==> src/rtl/multicycle_controller_if.sv <==
// Controller <-> datapath bundle: IR fields, ALU flags, memory handshake in;
// datapath enables/selects, state and instruction counters out.
interface multicycle_controller_if #(
  parameter int CNT_W = 16
);
  // datapath -> controller
  logic [5:0]       op;
  logic [5:0]       fun;
  logic             zero;
  logic             overflow;
  logic             mem_ready;
  // controller -> datapath
  logic             PCWr;
  logic             IRWr;
  logic             RegWr;
  logic             MemWr;
  logic             MemRd;
  logic             ALUSrc;
  logic [1:0]       RegDst;
  logic [1:0]       MemToReg;
  logic [1:0]       nPC_sel;
  logic [1:0]       ExtOp;
  logic [2:0]       ALUCtr;
  logic [2:0]       state;
  logic             retire;
  logic             illegal;
  logic [CNT_W-1:0] instr_cnt;
  logic [CNT_W-1:0] ill_cnt;

  // datapath side
  modport master (
    output op, fun, zero, overflow, mem_ready,
    input  PCWr, IRWr, RegWr, MemWr, MemRd, ALUSrc, RegDst, MemToReg,
           nPC_sel, ExtOp, ALUCtr, state, retire, illegal, instr_cnt, ill_cnt
  );

  // controller side
  modport slave (
    input  op, fun, zero, overflow, mem_ready,
    output PCWr, IRWr, RegWr, MemWr, MemRd, ALUSrc, RegDst, MemToReg,
           nPC_sel, ExtOp, ALUCtr, state, retire, illegal, instr_cnt, ill_cnt
  );
endinterface

==> src/rtl/multicycle_controller.sv <==
// Multi-cycle MIPS control FSM: IF/ID/EXE/MEM/WB sequencing for
// addu subu slt jr addi addiu ori lui lw sw beq j jal, with memory
// ready stalls, selectable addi overflow policy and retire/illegal counters.
module multicycle_controller #(
  parameter bit USE_READY = 1'b1,
  parameter bit OVF_MODE  = 1'b1,
  parameter int CNT_W     = 16
) (
  input logic                    clk,
  input logic                    rst,   // async, active-low
  multicycle_controller_if.slave bus
);

  typedef enum logic [2:0] {
    S_IF  = 3'd0,
    S_ID  = 3'd1,
    S_EXE = 3'd2,
    S_MEM = 3'd3,
    S_WB  = 3'd4
  } state_e;

  // one-hot-ish instruction classes decoded from op/fun
  typedef struct packed {
    logic rtype;   // op == 0 (selects rd as destination)
    logic r_alu;   // addu/subu/slt
    logic jr;
    logic addi;
    logic addiu;
    logic ori;
    logic lui;
    logic lw;
    logic sw;
    logic beq;
    logic j;
    logic jal;
    logic ill;
  } dec_t;

  state_e           state_q, state_d;
  logic             ovf_q;
  logic [CNT_W-1:0] instr_cnt_q, ill_cnt_q;
  dec_t             dec;
  logic             rdy;

  // raw (pre-reset-gating) controls
  logic       pcwr, irwr, regwr, memwr, memrd, ret, ill;
  logic [1:0] regdst, m2r, npc;
  logic [2:0] alu_ctr;
  logic [1:0] ext_op;
  logic       alu_src;

  assign rdy = USE_READY ? bus.mem_ready : 1'b1;

  // instruction decode from IR fields
  always_comb begin
    dec       = '0;
    dec.rtype = (bus.op == 6'h00);
    case (bus.op)
      6'h00: begin
        case (bus.fun)
          6'h21, 6'h23, 6'h2A: dec.r_alu = 1'b1;
          6'h08:               dec.jr    = 1'b1;
          default:             dec.ill   = 1'b1;
        endcase
      end
      6'h08:   dec.addi  = 1'b1;
      6'h09:   dec.addiu = 1'b1;
      6'h0D:   dec.ori   = 1'b1;
      6'h0F:   dec.lui   = 1'b1;
      6'h23:   dec.lw    = 1'b1;
      6'h2B:   dec.sw    = 1'b1;
      6'h04:   dec.beq   = 1'b1;
      6'h02:   dec.j     = 1'b1;
      6'h03:   dec.jal   = 1'b1;
      default: dec.ill   = 1'b1;
    endcase
  end

  // ALU/extender selects; stable for the whole instruction since IR is held
  always_comb begin
    alu_ctr = 3'b000;
    ext_op  = 2'b00;
    alu_src = 1'b0;
    if (dec.r_alu) begin
      case (bus.fun)
        6'h23:   alu_ctr = 3'b001;
        6'h2A:   alu_ctr = 3'b100;
        default: alu_ctr = 3'b000;
      endcase
    end
    if (dec.addi)  begin alu_ctr = 3'b011; ext_op = 2'b01; alu_src = 1'b1; end
    if (dec.addiu) begin alu_ctr = 3'b000; ext_op = 2'b01; alu_src = 1'b1; end
    if (dec.ori)   begin alu_ctr = 3'b010; ext_op = 2'b00; alu_src = 1'b1; end
    if (dec.lui)   begin alu_ctr = 3'b101; ext_op = 2'b10; alu_src = 1'b1; end
    if (dec.lw || dec.sw) begin
      alu_ctr = 3'b000; ext_op = 2'b01; alu_src = 1'b1;
    end
    if (dec.beq)   begin alu_ctr = 3'b001; ext_op = 2'b01; alu_src = 1'b0; end
  end

  // next-state and per-state enables
  always_comb begin
    state_d = state_q;
    pcwr    = 1'b0;
    irwr    = 1'b0;
    regwr   = 1'b0;
    memwr   = 1'b0;
    memrd   = 1'b0;
    ret     = 1'b0;
    ill     = 1'b0;
    regdst  = 2'b00;
    m2r     = 2'b00;
    npc     = 2'b00;
    case (state_q)
      S_IF: begin
        memrd = 1'b1;
        if (rdy) begin
          irwr    = 1'b1;
          pcwr    = 1'b1;
          state_d = S_ID;
        end
      end
      S_ID: begin
        state_d = S_EXE;
        if (dec.ill) begin
          ill     = 1'b1;
          state_d = S_IF;
        end else if (dec.j || dec.jal) begin
          pcwr    = 1'b1;
          npc     = 2'b01;
          ret     = 1'b1;
          state_d = S_IF;
          if (dec.jal) begin
            regwr  = 1'b1;
            regdst = 2'b10;
            m2r    = 2'b10;
          end
        end else if (dec.jr) begin
          pcwr    = 1'b1;
          npc     = 2'b10;
          ret     = 1'b1;
          state_d = S_IF;
        end
      end
      S_EXE: begin
        if (dec.beq) begin
          pcwr    = bus.zero;
          npc     = 2'b11;
          ret     = 1'b1;
          state_d = S_IF;
        end else if (dec.lw || dec.sw) begin
          state_d = S_MEM;
        end else begin
          state_d = S_WB;
        end
      end
      S_MEM: begin
        // strobe stays up until the ready cycle, which is the access itself
        if (dec.lw) begin
          memrd = 1'b1;
          if (rdy) state_d = S_WB;
        end else begin
          memwr = 1'b1;
          if (rdy) begin
            ret     = 1'b1;
            state_d = S_IF;
          end
        end
      end
      S_WB: begin
        regwr   = 1'b1;
        ret     = 1'b1;
        state_d = S_IF;
        regdst  = dec.rtype ? 2'b01 : 2'b00;
        m2r     = dec.lw ? 2'b01 : 2'b00;
        if (dec.addi && ovf_q) begin
          if (OVF_MODE) regdst = 2'b11;
          else          regwr  = 1'b0;
        end
      end
      default: state_d = S_IF;
    endcase
  end

  // state and captured addi overflow
  always_ff @(posedge clk or negedge rst) begin
    if (!rst) begin
      state_q <= S_IF;
      ovf_q   <= 1'b0;
    end else begin
      state_q <= state_d;
      if (state_q == S_EXE) ovf_q <= bus.overflow & dec.addi;
    end
  end

  // retired / illegal counters, wrapping
  always_ff @(posedge clk or negedge rst) begin
    if (!rst) begin
      instr_cnt_q <= '0;
      ill_cnt_q   <= '0;
    end else begin
      if (ret) instr_cnt_q <= instr_cnt_q + 1'b1;
      if (ill) ill_cnt_q   <= ill_cnt_q + 1'b1;
    end
  end

  // write-type strobes are held off for the whole reset window
  assign bus.PCWr      = rst & pcwr;
  assign bus.IRWr      = rst & irwr;
  assign bus.RegWr     = rst & regwr;
  assign bus.MemWr     = rst & memwr;
  assign bus.MemRd     = rst & memrd;
  assign bus.retire    = rst & ret;
  assign bus.illegal   = rst & ill;
  assign bus.RegDst    = regdst;
  assign bus.MemToReg  = m2r;
  assign bus.nPC_sel   = npc;
  assign bus.ALUCtr    = alu_ctr;
  assign bus.ExtOp     = ext_op;
  assign bus.ALUSrc    = alu_src;
  assign bus.state     = state_q;
  assign bus.instr_cnt = instr_cnt_q;
  assign bus.ill_cnt   = ill_cnt_q;

endmodule
==> src/flat_wrapper.sv <==
// flat-port wrapper written by rule: the top's interface ports become plain ports
module multicycle_controller_flat 
#(
  parameter bit USE_READY = 1'b1,
  parameter bit OVF_MODE  = 1'b1,
  parameter int CNT_W     = 16
)
  (clk, rst, bus_op, bus_fun, bus_zero, bus_overflow, bus_mem_ready, bus_PCWr, bus_IRWr, bus_RegWr, bus_MemWr, bus_MemRd, bus_ALUSrc, bus_RegDst, bus_MemToReg, bus_nPC_sel, bus_ExtOp, bus_ALUCtr, bus_state, bus_retire, bus_illegal, bus_instr_cnt, bus_ill_cnt);
  multicycle_controller_if #(.CNT_W(CNT_W)) bus_i ();
  input logic clk;
  input logic rst;
  input wire logic [$bits(bus_i.op)-1:0] bus_op;
  input wire logic [$bits(bus_i.fun)-1:0] bus_fun;
  input wire logic [$bits(bus_i.zero)-1:0] bus_zero;
  input wire logic [$bits(bus_i.overflow)-1:0] bus_overflow;
  input wire logic [$bits(bus_i.mem_ready)-1:0] bus_mem_ready;
  output wire logic [$bits(bus_i.PCWr)-1:0] bus_PCWr;
  output wire logic [$bits(bus_i.IRWr)-1:0] bus_IRWr;
  output wire logic [$bits(bus_i.RegWr)-1:0] bus_RegWr;
  output wire logic [$bits(bus_i.MemWr)-1:0] bus_MemWr;
  output wire logic [$bits(bus_i.MemRd)-1:0] bus_MemRd;
  output wire logic [$bits(bus_i.ALUSrc)-1:0] bus_ALUSrc;
  output wire logic [$bits(bus_i.RegDst)-1:0] bus_RegDst;
  output wire logic [$bits(bus_i.MemToReg)-1:0] bus_MemToReg;
  output wire logic [$bits(bus_i.nPC_sel)-1:0] bus_nPC_sel;
  output wire logic [$bits(bus_i.ExtOp)-1:0] bus_ExtOp;
  output wire logic [$bits(bus_i.ALUCtr)-1:0] bus_ALUCtr;
  output wire logic [$bits(bus_i.state)-1:0] bus_state;
  output wire logic [$bits(bus_i.retire)-1:0] bus_retire;
  output wire logic [$bits(bus_i.illegal)-1:0] bus_illegal;
  output wire logic [$bits(bus_i.instr_cnt)-1:0] bus_instr_cnt;
  output wire logic [$bits(bus_i.ill_cnt)-1:0] bus_ill_cnt;
  assign bus_i.op = bus_op;
  assign bus_i.fun = bus_fun;
  assign bus_i.zero = bus_zero;
  assign bus_i.overflow = bus_overflow;
  assign bus_i.mem_ready = bus_mem_ready;
  assign bus_PCWr = bus_i.PCWr;
  assign bus_IRWr = bus_i.IRWr;
  assign bus_RegWr = bus_i.RegWr;
  assign bus_MemWr = bus_i.MemWr;
  assign bus_MemRd = bus_i.MemRd;
  assign bus_ALUSrc = bus_i.ALUSrc;
  assign bus_RegDst = bus_i.RegDst;
  assign bus_MemToReg = bus_i.MemToReg;
  assign bus_nPC_sel = bus_i.nPC_sel;
  assign bus_ExtOp = bus_i.ExtOp;
  assign bus_ALUCtr = bus_i.ALUCtr;
  assign bus_state = bus_i.state;
  assign bus_retire = bus_i.retire;
  assign bus_illegal = bus_i.illegal;
  assign bus_instr_cnt = bus_i.instr_cnt;
  assign bus_ill_cnt = bus_i.ill_cnt;
  multicycle_controller #(.USE_READY(USE_READY), .OVF_MODE(OVF_MODE), .CNT_W(CNT_W)) u_core (.clk(clk), .rst(rst), .bus(bus_i));
endmodule
==> config.mk <==
export PLATFORM = sky130hd
export DESIGN_NAME = multicycle_controller_flat
export DESIGN_NICKNAME = d
export VERILOG_FILES = /design/src/rtl/multicycle_controller_if.sv /design/src/rtl/multicycle_controller.sv /design/src/flat_wrapper.sv
export SDC_FILE = /design/constraint.sdc
export NUM_CORES = 1
export LEC_CHECK = 0
export CORE_MARGIN = 1
export CORE_UTILIZATION = 35
export CTS_BUF_LIST = sky130_fd_sc_hd__clkbuf_8
export DETAILED_ROUTE_END_ITERATION = 6
export GPL_ROUTABILITY_DRIVEN = 0
export PLACE_DENSITY_LB_ADDON = 0.15
export SLEW_MARGIN = 15
export SYNTH_ARGS = -nofsm -noshare
export SYNTH_HDL_FRONTEND = slang
export SYNTH_SLANG_ARGS = --single-unit
==> constraint.sdc <==
create_clock -name clk -period 2.5 [get_ports clk]
set_input_delay 0.5 -clock clk [delete_from_list [all_inputs] [get_ports clk]]
set_output_delay 0.5 -clock clk [all_outputs]
set_load 0.01 [all_outputs]
==> impl_results.md, run 1 <==
* Status: finished clean
* Area growth syn-to-layout at 59.5%
* Startpoint types: input port
* Leading area contributor after synthesis: dfrtp_1
* Slew Viols, Final at 0
* Clock latency on the worst-skew pair at around 280 ps
* Antenna violations before repair at 0
* All-Layer GR Usage at around a fifth
* Final hold vios at 0
* Clk root buf: clkbuf_8
* R2r setup slk at 50 ps
* Routed len/inst at 15.1 um
* Worst-margin pin slew at roughly 350 ps
* Final nets at 394
* Syn Inst Count at 244
* Compound-cell area share of the yosys netlist at 14.2%
* Peak VDD IR at 0.508 mV
* First-pass GRT wire length at 10.8 mm
* Top FF cell, synth: dfrtp_1
* Largest net degree at the start of global routing at 24
* Final WL at approximately 7 mm
* Worst reg-to-reg path cell count at 11
* Cts hold-fix bufs at 0
* Port bufs at 70
* TritonCTS clock tree: built
* Largest family of logic cells by synthesized area: simple AND/OR/NAND/NOR gates
* Layout cells sized above 1 at 33.9%
* Core Box Area at 6390 um^2
* Rows at 29
* Vias in the first global route at ~2300
* Yosys reg bits at 36
* Final Core Density at 58.0%
* Post-Synth Adder-Cell Area at 1.08%
* Initial Util at 36.3%
* Vias post-DR at 2373
* Syn Nets at 263
* Drt initial violations at 119
* Worst path arrival time at 2650 ps
* Relative slew slack at 76.1%
* Fraction of registers with async set/reset at 100%
* Pwr Density at between 500 and 600 nW/um^2
* Post-place setup slack at -690 ps
* Fin Clk Skew at around 1.9 ps
* Cell with the most instances after synthesis: dfrtp_1
* Die height at roughly 83 um
* R2R Path Start: u_core.bus.state[2]$_DFFE_PN0P_
* CTS Buffer Depth at 2
* Period utilization at around 99%
* First-pass iteration count of the detailed router at 4
* DRC at 0
* Clock-pin transition on the worst setup and hold timing paths at 70 ps
* Synth unique cells at 53
* Post-Syn Area at 2320 um^2
* Simple-Gate Fraction of Synth Area at 28.2%
* Post-synth top cells: dfrtp_1, nor2_1, xnor2_1
* CP Class: in -> reg
* Synth Area in XOR/XNOR at 12.5%
* Vias/cell at 5.25
* Setup Total Neg Slack at 0 ps
* Yosys top cell area share at 38.8%
* Total of max-cap violations at 0
* Crit Reg-Reg Endpoint: u_core.bus.instr_cnt[1]$_DFFE_PN0P_
* FMAX at a little over 400 MHz
* Worst Setup SP: bus_op[3]
* Post-route ant nets at 0
* Lkg Pwr at 1.67 nW
* Final worst slack at 23.9 ps
* Multiplexer area fraction after synthesis at 1.13%
* Detailed Place HPWL at approximately 4.7 mm
* # diodes at 0
* CTS sink cnt at 36
* Hold Worst Slack at 283 ps
* Required @ worst endpoint at 2670 ps
* RSZ-0062 raised after global routing: true
* Fill cell count at 607
* CP Capture Type: flop
* Post-synthesis sequential area ratio at 38.8%
* Die Area at 6960 um^2
* Top-level I/O count at between 70 and 80
* Die X at approximately 83 um
* # setup viols final at 0
* HP Class: in -> async
* Max H-tree Level at 2
* YS warnings at 0
* EDFF count, synth at 0
* Crit path time final at 2480 ps
* Ranking of synthesized cells by area: dfrtp_1, xnor2_1, xor2_1
* Mean Syn Cell Area at 9.51 um^2
* Grt total ovfl at 0
* CTS Buf Count at 5
* Peak fanout along the critical path at 3
## area by class of cell
class                   count  area [um^2]  area share [%]
multi-input cells         189         1440            38.9
repair buffers            139         1170            31.6
flip-flops and latches     36          901            24.3
well taps                  77         96.3            2.60
clock buffers               5         68.8            1.86
inverters                   4         15.0           0.406
clock inverters             2         8.76           0.237
## cell usage in the layout (no fill, tap or decap), types with 6 or more instances in the layout
cell type,synthesis,layout
buf_4,1,64
clkdlybuf4s50_1,0,38
dfrtp_1,36,36
xnor2_1,17,16
xor2_1,16,16
nor2_1,17,13
nand2_1,13,12
dlygate4sd2_1,0,11
a21oi_1,11,10
o21ai_0,10,9
nor3_1,9,8
o2111ai_1,8,8
clkbuf_2,0,8
nand4_1,7,7
nand3_1,7,7
and3_1,7,6
buf_6,2,6
## state kept, by name (all words and copies together), names as in the netlist
signal and count:
u_core.bus.instr_cnt 16, u_core.bus.state 3, u_core.ovf_q 1, u_core.bus.ill_cnt 16
## metal layers
metal	wire length [um]	vias to the layer above	global-route usage [%]
met2	3260	62	31.0
met1	3160	1144	26.3
met3	299	11	3.88
met5	0	-	0
met4	81	0	4.16
li1	-	1156	-
## per-stage QoR
stage / cells / cell area (um^2) / power (mW)
after floorplan: 244 / 2320 / 1.16
after global routing: 452 / 3700 / 2.10
after detailed placement: 425 / 3400 / 1.56
after CTS: 450 / 3660 / 1.98
final: 452 / 3700 / 1.98
after global placement: 425 / 3400 / 1.55
## critical path: stages
cell and delay [ps]:
buf_6 100, buf_6 110, nor3_4 190, buf_6 130
nand4_1 140, a21oi_2 250, nor2_2 70, buf_4 140
buf_4 120, buf_4 120, buf_4 120, buf_4 120
buf_4 120, buf_6 110, mux2_4 280
## what timing repair did
item | 4_1_cts | 5_1_grt
resized for setup | 79 | 33
endpoints found under the setup margin | 18 | 17
setup buffers | 19 | 3
pin swaps | 13 | 12
## cells by family after synthesis
logic type,Yosys count
buffers and inverters,19
AOI/OAI and AO/OA,45
DFF,36
muxes,2
xor gates and xnor gates,33
and+or+nand+nor,107
adders and majority gates,2
## where the power goes
| part | switching [mW] | internal [mW] |
|---|---|---|
| Clock | 0.205 | 0.185 |
| Sequential | 0.140 | 0.687 |
| Combinational | 0.342 | 0.422 |
| Total | 0.687 | 1.29 |
## worst max path at each step
stage / end / depth (start not counted)
2_1_floorplan: bus_nPC_sel[1] / 7
3_3_place_gp: bus_illegal / 9
3_5_place_dp: bus_ALUCtr[2] / 8
4_1_cts: bus_illegal / 8
5_1_grt: u_core.bus.instr_cnt[1]$_DFFE_PN0P_ / 13
6_report: u_core.bus.instr_cnt[1]$_DFFE_PN0P_ / 15
(Power assumes the default switching activity.)
==> run 2, diff against run 1 <==
- CELL_PAD_IN_SITES_DETAIL_PLACEMENT: unset -> 1
- CELL_PAD_IN_SITES_GLOBAL_PLACEMENT: unset -> 1
==> impl_results.md, run 2 (same netlist as run 1, synthesis figures left out) <==
* Fin Clk Skew at 8.23 ps
* TritonCTS clock tree: built
* CTS sink cnt at 36
* Area growth syn-to-layout at 56.0%
* Rows at 29
* Most frequent cells in the layout: buf_4, clkdlybuf4s50_1, dfrtp_1
* Startpoint types: input port
* Detailed Place HPWL at 5.27 mm
* Total of max-cap violations at 0
* Final nets at 380
* Post-route ant nets at 0
* Max H-tree Level at 2
* Vias in the first global route at approximately 2500
* Die height at 83.4 um
* Layout cells sized above 1 at between 30% and 40%
* DRC at 0
* Largest net degree at the start of global routing at 25
* Crit path time final at 2430 ps
* Final worst slack at slightly below 70 ps
* Worst path arrival time at 1930 ps
* Relative slew slack at 73.4%
* CTS Buffer Depth at 2
* Clk root buf: clkbuf_8
* Grt total ovfl at 0
* Post-place setup slack at -692 ps
* First-pass GRT wire length at between 10 and 15 mm
* Die X at 83.4 um
* # setup viols final at 0
* Hold Worst Slack at 267 ps
* CP Class: in -> out
* Vias post-DR at about 2300
* First-pass iteration count of the detailed router at 4
* Final hold vios at 0
* Worst-margin pin slew at 396 ps
* FMAX at 411 MHz
* Non-Filler Instances at 439
* Peak fanout along the critical path at 4
* # diodes at 0
* Period utilization at 97.2%
* Peak VDD IR at 0.480 mV
* DP Area at 3380 um^2
* Slew Viols, Final at 0
* Drt initial violations at 35
* Antenna violations before repair at 0
* Port bufs at 70
* Core Box Area at 6390 um^2
* Post-route cell area at 3620 um^2
* CP Capture Type: output port
* DP Cell Count at 422
* Pwr Density at 582 nW/um^2
* Status: finished clean
* Cts hold-fix bufs at 0
* Vias/cell at 5.33
* Final WL at 7.27 mm
* HP Class: in -> async
* Setup Total Neg Slack at 0 ps
* Initial Util at 36.3%
* Routed len/inst at 16.5 um
* Top-level I/O count at 71
* CTS Buf Count at 5
* Clock-pin transition on the worst setup and hold timing paths at 80 ps
* Required @ worst endpoint at ~2000 ps
* Lkg Pwr at about 1.6 nW
* Die Area at 6960 um^2
* Clock latency on the worst-skew pair at 290 ps
* Fill cell count at 735
* All-Layer GR Usage at 21.9%
* Most common cell after layout, fill and taps aside: buf_4
==> run 2: worst max-delay path, stage by stage <==
cell and delay, ps:
buf_4 140, nor2b_4 130, a2111o_1 400, a221oi_4 290, buf_4 170, nor2_2 40, and2_1 150, buf_2 130
==> run 2: worst paths after layout <==
kind / start / end / slack (ps) / cells after the start
worst min-delay path: rst / u_core.bus.state[1]$_DFFE_PN0P_ / 270 / 2
max in group asynchronous: rst / u_core.bus.ill_cnt[15]$_DFFE_PN0N_ / 1870 / 2
worst min register to register: u_core.bus.instr_cnt[15]$_DFFE_PN0P_ / u_core.bus.instr_cnt[15]$_DFFE_PN0P_ / 470 / 1
worst max register to register: u_core.bus.state[1]$_DFFE_PN0P_ / u_core.bus.ill_cnt[15]$_DFFE_PN0N_ / 510 / 6
min in group clk: u_core.bus.instr_cnt[15]$_DFFE_PN0P_ / u_core.bus.instr_cnt[15]$_DFFE_PN0P_ / 470 / 1
worst max-delay path: bus_op[3] / bus_illegal / 70 / 8
==> run 2: layout make-up <==
| class | instances | area, um^2 | area share [%] |
|---|---|---|---|
| Sequential cell | 36 | 901 | 24.9 |
| Timing Repair Buffer | 125 | 1060 | 29.4 |
| Clock inverter | 3 | 42.5 | 1.18 |
| Inverter | 4 | 15.0 | 0.415 |
| Tap cell | 77 | 96.3 | 2.66 |
| Multi-Input combinational cell | 189 | 1430 | 39.5 |
| Clock buffer | 5 | 68.8 | 1.90 |
==> run 2: metal layers <==
metal  wire length [um]  GRT usage [%]  up-vias
met3                290           4.17        7
met5                  0              0        -
met4                 37           2.93        0
met2               3610           37.5       63
met1               3330           29.6     1147
li1                   -              -     1121
==> run 2: timing repair <==
item	in CTS	in global routing
buffers inserted	7	3
pin swaps	14	13
setup endpoints to repair	18	18
resized for setup	67	41
==> run 2: power breakdown <==
group | internal, mW | leakage (nW) | total [mW] | switching, mW
combinational | 0.403 | 1.11 | 0.752 | 0.349
clock | 0.295 | 0.0541 | 0.517 | 0.221
sequential | 0.687 | 0.453 | 0.837 | 0.150
total | 1.38 | 1.62 | 2.11 | 0.721
==> run 2: metrics by stage <==
stage               util, %  total power [mW]
floorplan                 -              1.16
global placement       52.9              1.55
detailed placement     52.9              1.58
CTS                    55.9              2.10
global route           56.7              2.24
finish                 56.7              2.11
==> run 3, diff against run 2 <==
- CTS_BUF_LIST: sky130_fd_sc_hd__clkbuf_8 -> sky130_fd_sc_hd__clkbuf_2
- PLACE_DENSITY_LB_ADDON: 0.15 -> 0.1
==> impl_results.md, run 3 (same netlist as run 1, synthesis figures left out) <==
* Status: finished clean
* Grt total ovfl at 0
* DP Cell Count at 425
* CP cell instances: buf_8 -> nor2b_1 -> a2111o_1 -> a221oi_4 -> buf_4 -> nand3_2 -> o21ai_2 -> buf_2
* CP Capture Type: output port
* Post-route cell area at 3510 um^2
* Die Area at 6960 um^2
* Sequential share of power at 45.3%
* Vias/cell at ~5.3
* CP Class: in -> out
* # diodes at 0
* Port bufs at 70
* Worst path arrival time at 1940 ps
* Sw Pwr at between 600 and 700 uW
* Post-route ant nets at 0
* Final nets at 378
* Core Box Area at 6390 um^2
* Fin Clk Skew at roughly 26 ps
* Non-Filler Instances at 436
* Setup Total Neg Slack at 0 ps
* DP Area at 3400 um^2
* Delay-heaviest family, CP: compound AO/OA/AOI/OAI gates
* Antenna violations before repair at 0
* RSZ-0062 raised after global routing: true
* FMAX at 409 MHz
* Gate power share at 41.1%
* Largest net degree at the start of global routing at 24
* Max H-tree Level at 2
* Period utilization at between 90% and 100%
* Pwr Density at 524 nW/um^2
* Internal Power at 1.15 mW
* Peak VDD IR at 0.362 mV
* Layout cells sized above 1 at 29.5%
* CTS sink cnt at 36
* Most common cell after layout, fill and taps aside: buf_4
* Peak fanout along the critical path at 3
* Initial Util at 36.3%
* Most frequent cells in the layout: buf_4, clkdlybuf4s50_1, dfrtp_1
* Vias post-DR at 2311
* Die X at 83.4 um
* Total of max-cap violations at 0
* Clk root buf: clkbuf_2
* TritonCTS clock tree: built
* Required @ worst endpoint at 2000 ps
* Slowest stage cell, crit path: a2111o_1
* Die height at ~83 um
* First-pass iteration count of the detailed router at 4
* Pwr Total at around 1.8 mW
* Crit path time final at about 2400 ps
* Clock-pin transition on the worst setup and hold timing paths at 200 ps
* Lkg Pwr at about 1.5 nW
* Final WL at 7.18 mm
* Slew Viols, Final at 0
* Final hold vios at 0
* # setup viols final at 0
* Clock power share at 13.6%
* CTS Buf Count at 5
* Switching Fraction at 37.6%
* Drt initial violations at 41
* Detailed Place HPWL at 5.44 mm
* Startpoint types: input port
* CTS Buffer Depth at 2
* HP Class: in -> async
* Area growth syn-to-layout at 51.4%
* All-Layer GR Usage at 21.6%
* Max incr delay on CP at 420 ps
* First-pass GRT wire length at 12.1 mm
* Final worst slack at 55.4 ps
* Cts hold-fix bufs at 0
* Clock latency on the worst-skew pair at 380 ps
* Top-level I/O count at 71
* Relative slew slack at 74.2%
* Vias in the first global route at between 2000 and 2500
* Fill cell count at 740
* Routed len/inst at 16.5 um
* Rows at 29
* CP bufs+invs at 3
* Post-place setup slack at -755 ps
* Worst-margin pin slew at 381 ps
* DRC at 0
## run 3: what timing repair did
item | in CTS | in global routing
setup endpoints to repair | 19 | 11
pin swaps | 13 | 9
gates resized for setup | 70 | 33
buffers inserted | 3 | 1
## run 3: metrics by stage
step	util, %	hold slack (ps)
5_1_grt	55.0	114
3_5_place_dp	53.2	468
4_1_cts	54.3	153
6_report	55.0	150
3_3_place_gp	53.2	464
2_1_floorplan	-	204
## run 3: power groups by stage
stage                     registers, mW  clock network (mW)  logic, mW
after floorplan                   0.843                   0      0.314
after global placement            0.834                   0      0.721
after detailed placement          0.844                   0      0.749
after CTS                         0.834               0.257      0.755
after global routing              0.856               0.284      0.824
final                             0.835               0.250      0.756
## run 3: per-layer routing
layer	global-route usage, %	share of wire (%)
met1	29.7	48
met2	35.5	47
met3	4.57	4.1
met4	3.70	0.56
met5	0	0
## run 3: final cells by class
| cell class | instances | area (um^2) | area share [%] |
|---|---|---|---|
| multi-input cells | 189 | 1420 | 40.5 |
| repair buffers | 123 | 1050 | 29.8 |
| flip-flops and latches | 36 | 901 | 25.6 |
| well taps | 77 | 96.3 | 2.74 |
| clock buffers | 5 | 25.0 | 0.712 |
| inverters | 4 | 15.0 | 0.427 |
| clock inverters | 2 | 7.51 | 0.214 |
## run 3: final timing paths
| check | from | to | slack, ps | cells after the start |
|---|---|---|---|---|
| worst max register to register | u_core.bus.state[1]$_DFFE_PN0P_ | u_core.bus.ill_cnt[14]$_DFFE_PN0N_ | 570 | 5 |
| worst min register to register | u_core.bus.instr_cnt[15]$_DFFE_PN0P_ | u_core.bus.instr_cnt[15]$_DFFE_PN0P_ | 480 | 1 |
| worst min-delay path | rst | u_core.bus.instr_cnt[7]$_DFFE_PN0P_ | 150 | 2 |
| min in group clk | u_core.bus.instr_cnt[15]$_DFFE_PN0P_ | u_core.bus.instr_cnt[15]$_DFFE_PN0P_ | 480 | 1 |
| worst max-delay path | bus_op[0] | bus_nPC_sel[1] | 60 | 8 |
| max in group asynchronous | rst | u_core.bus.ill_cnt[15]$_DFFE_PN0N_ | 1990 | 2 |
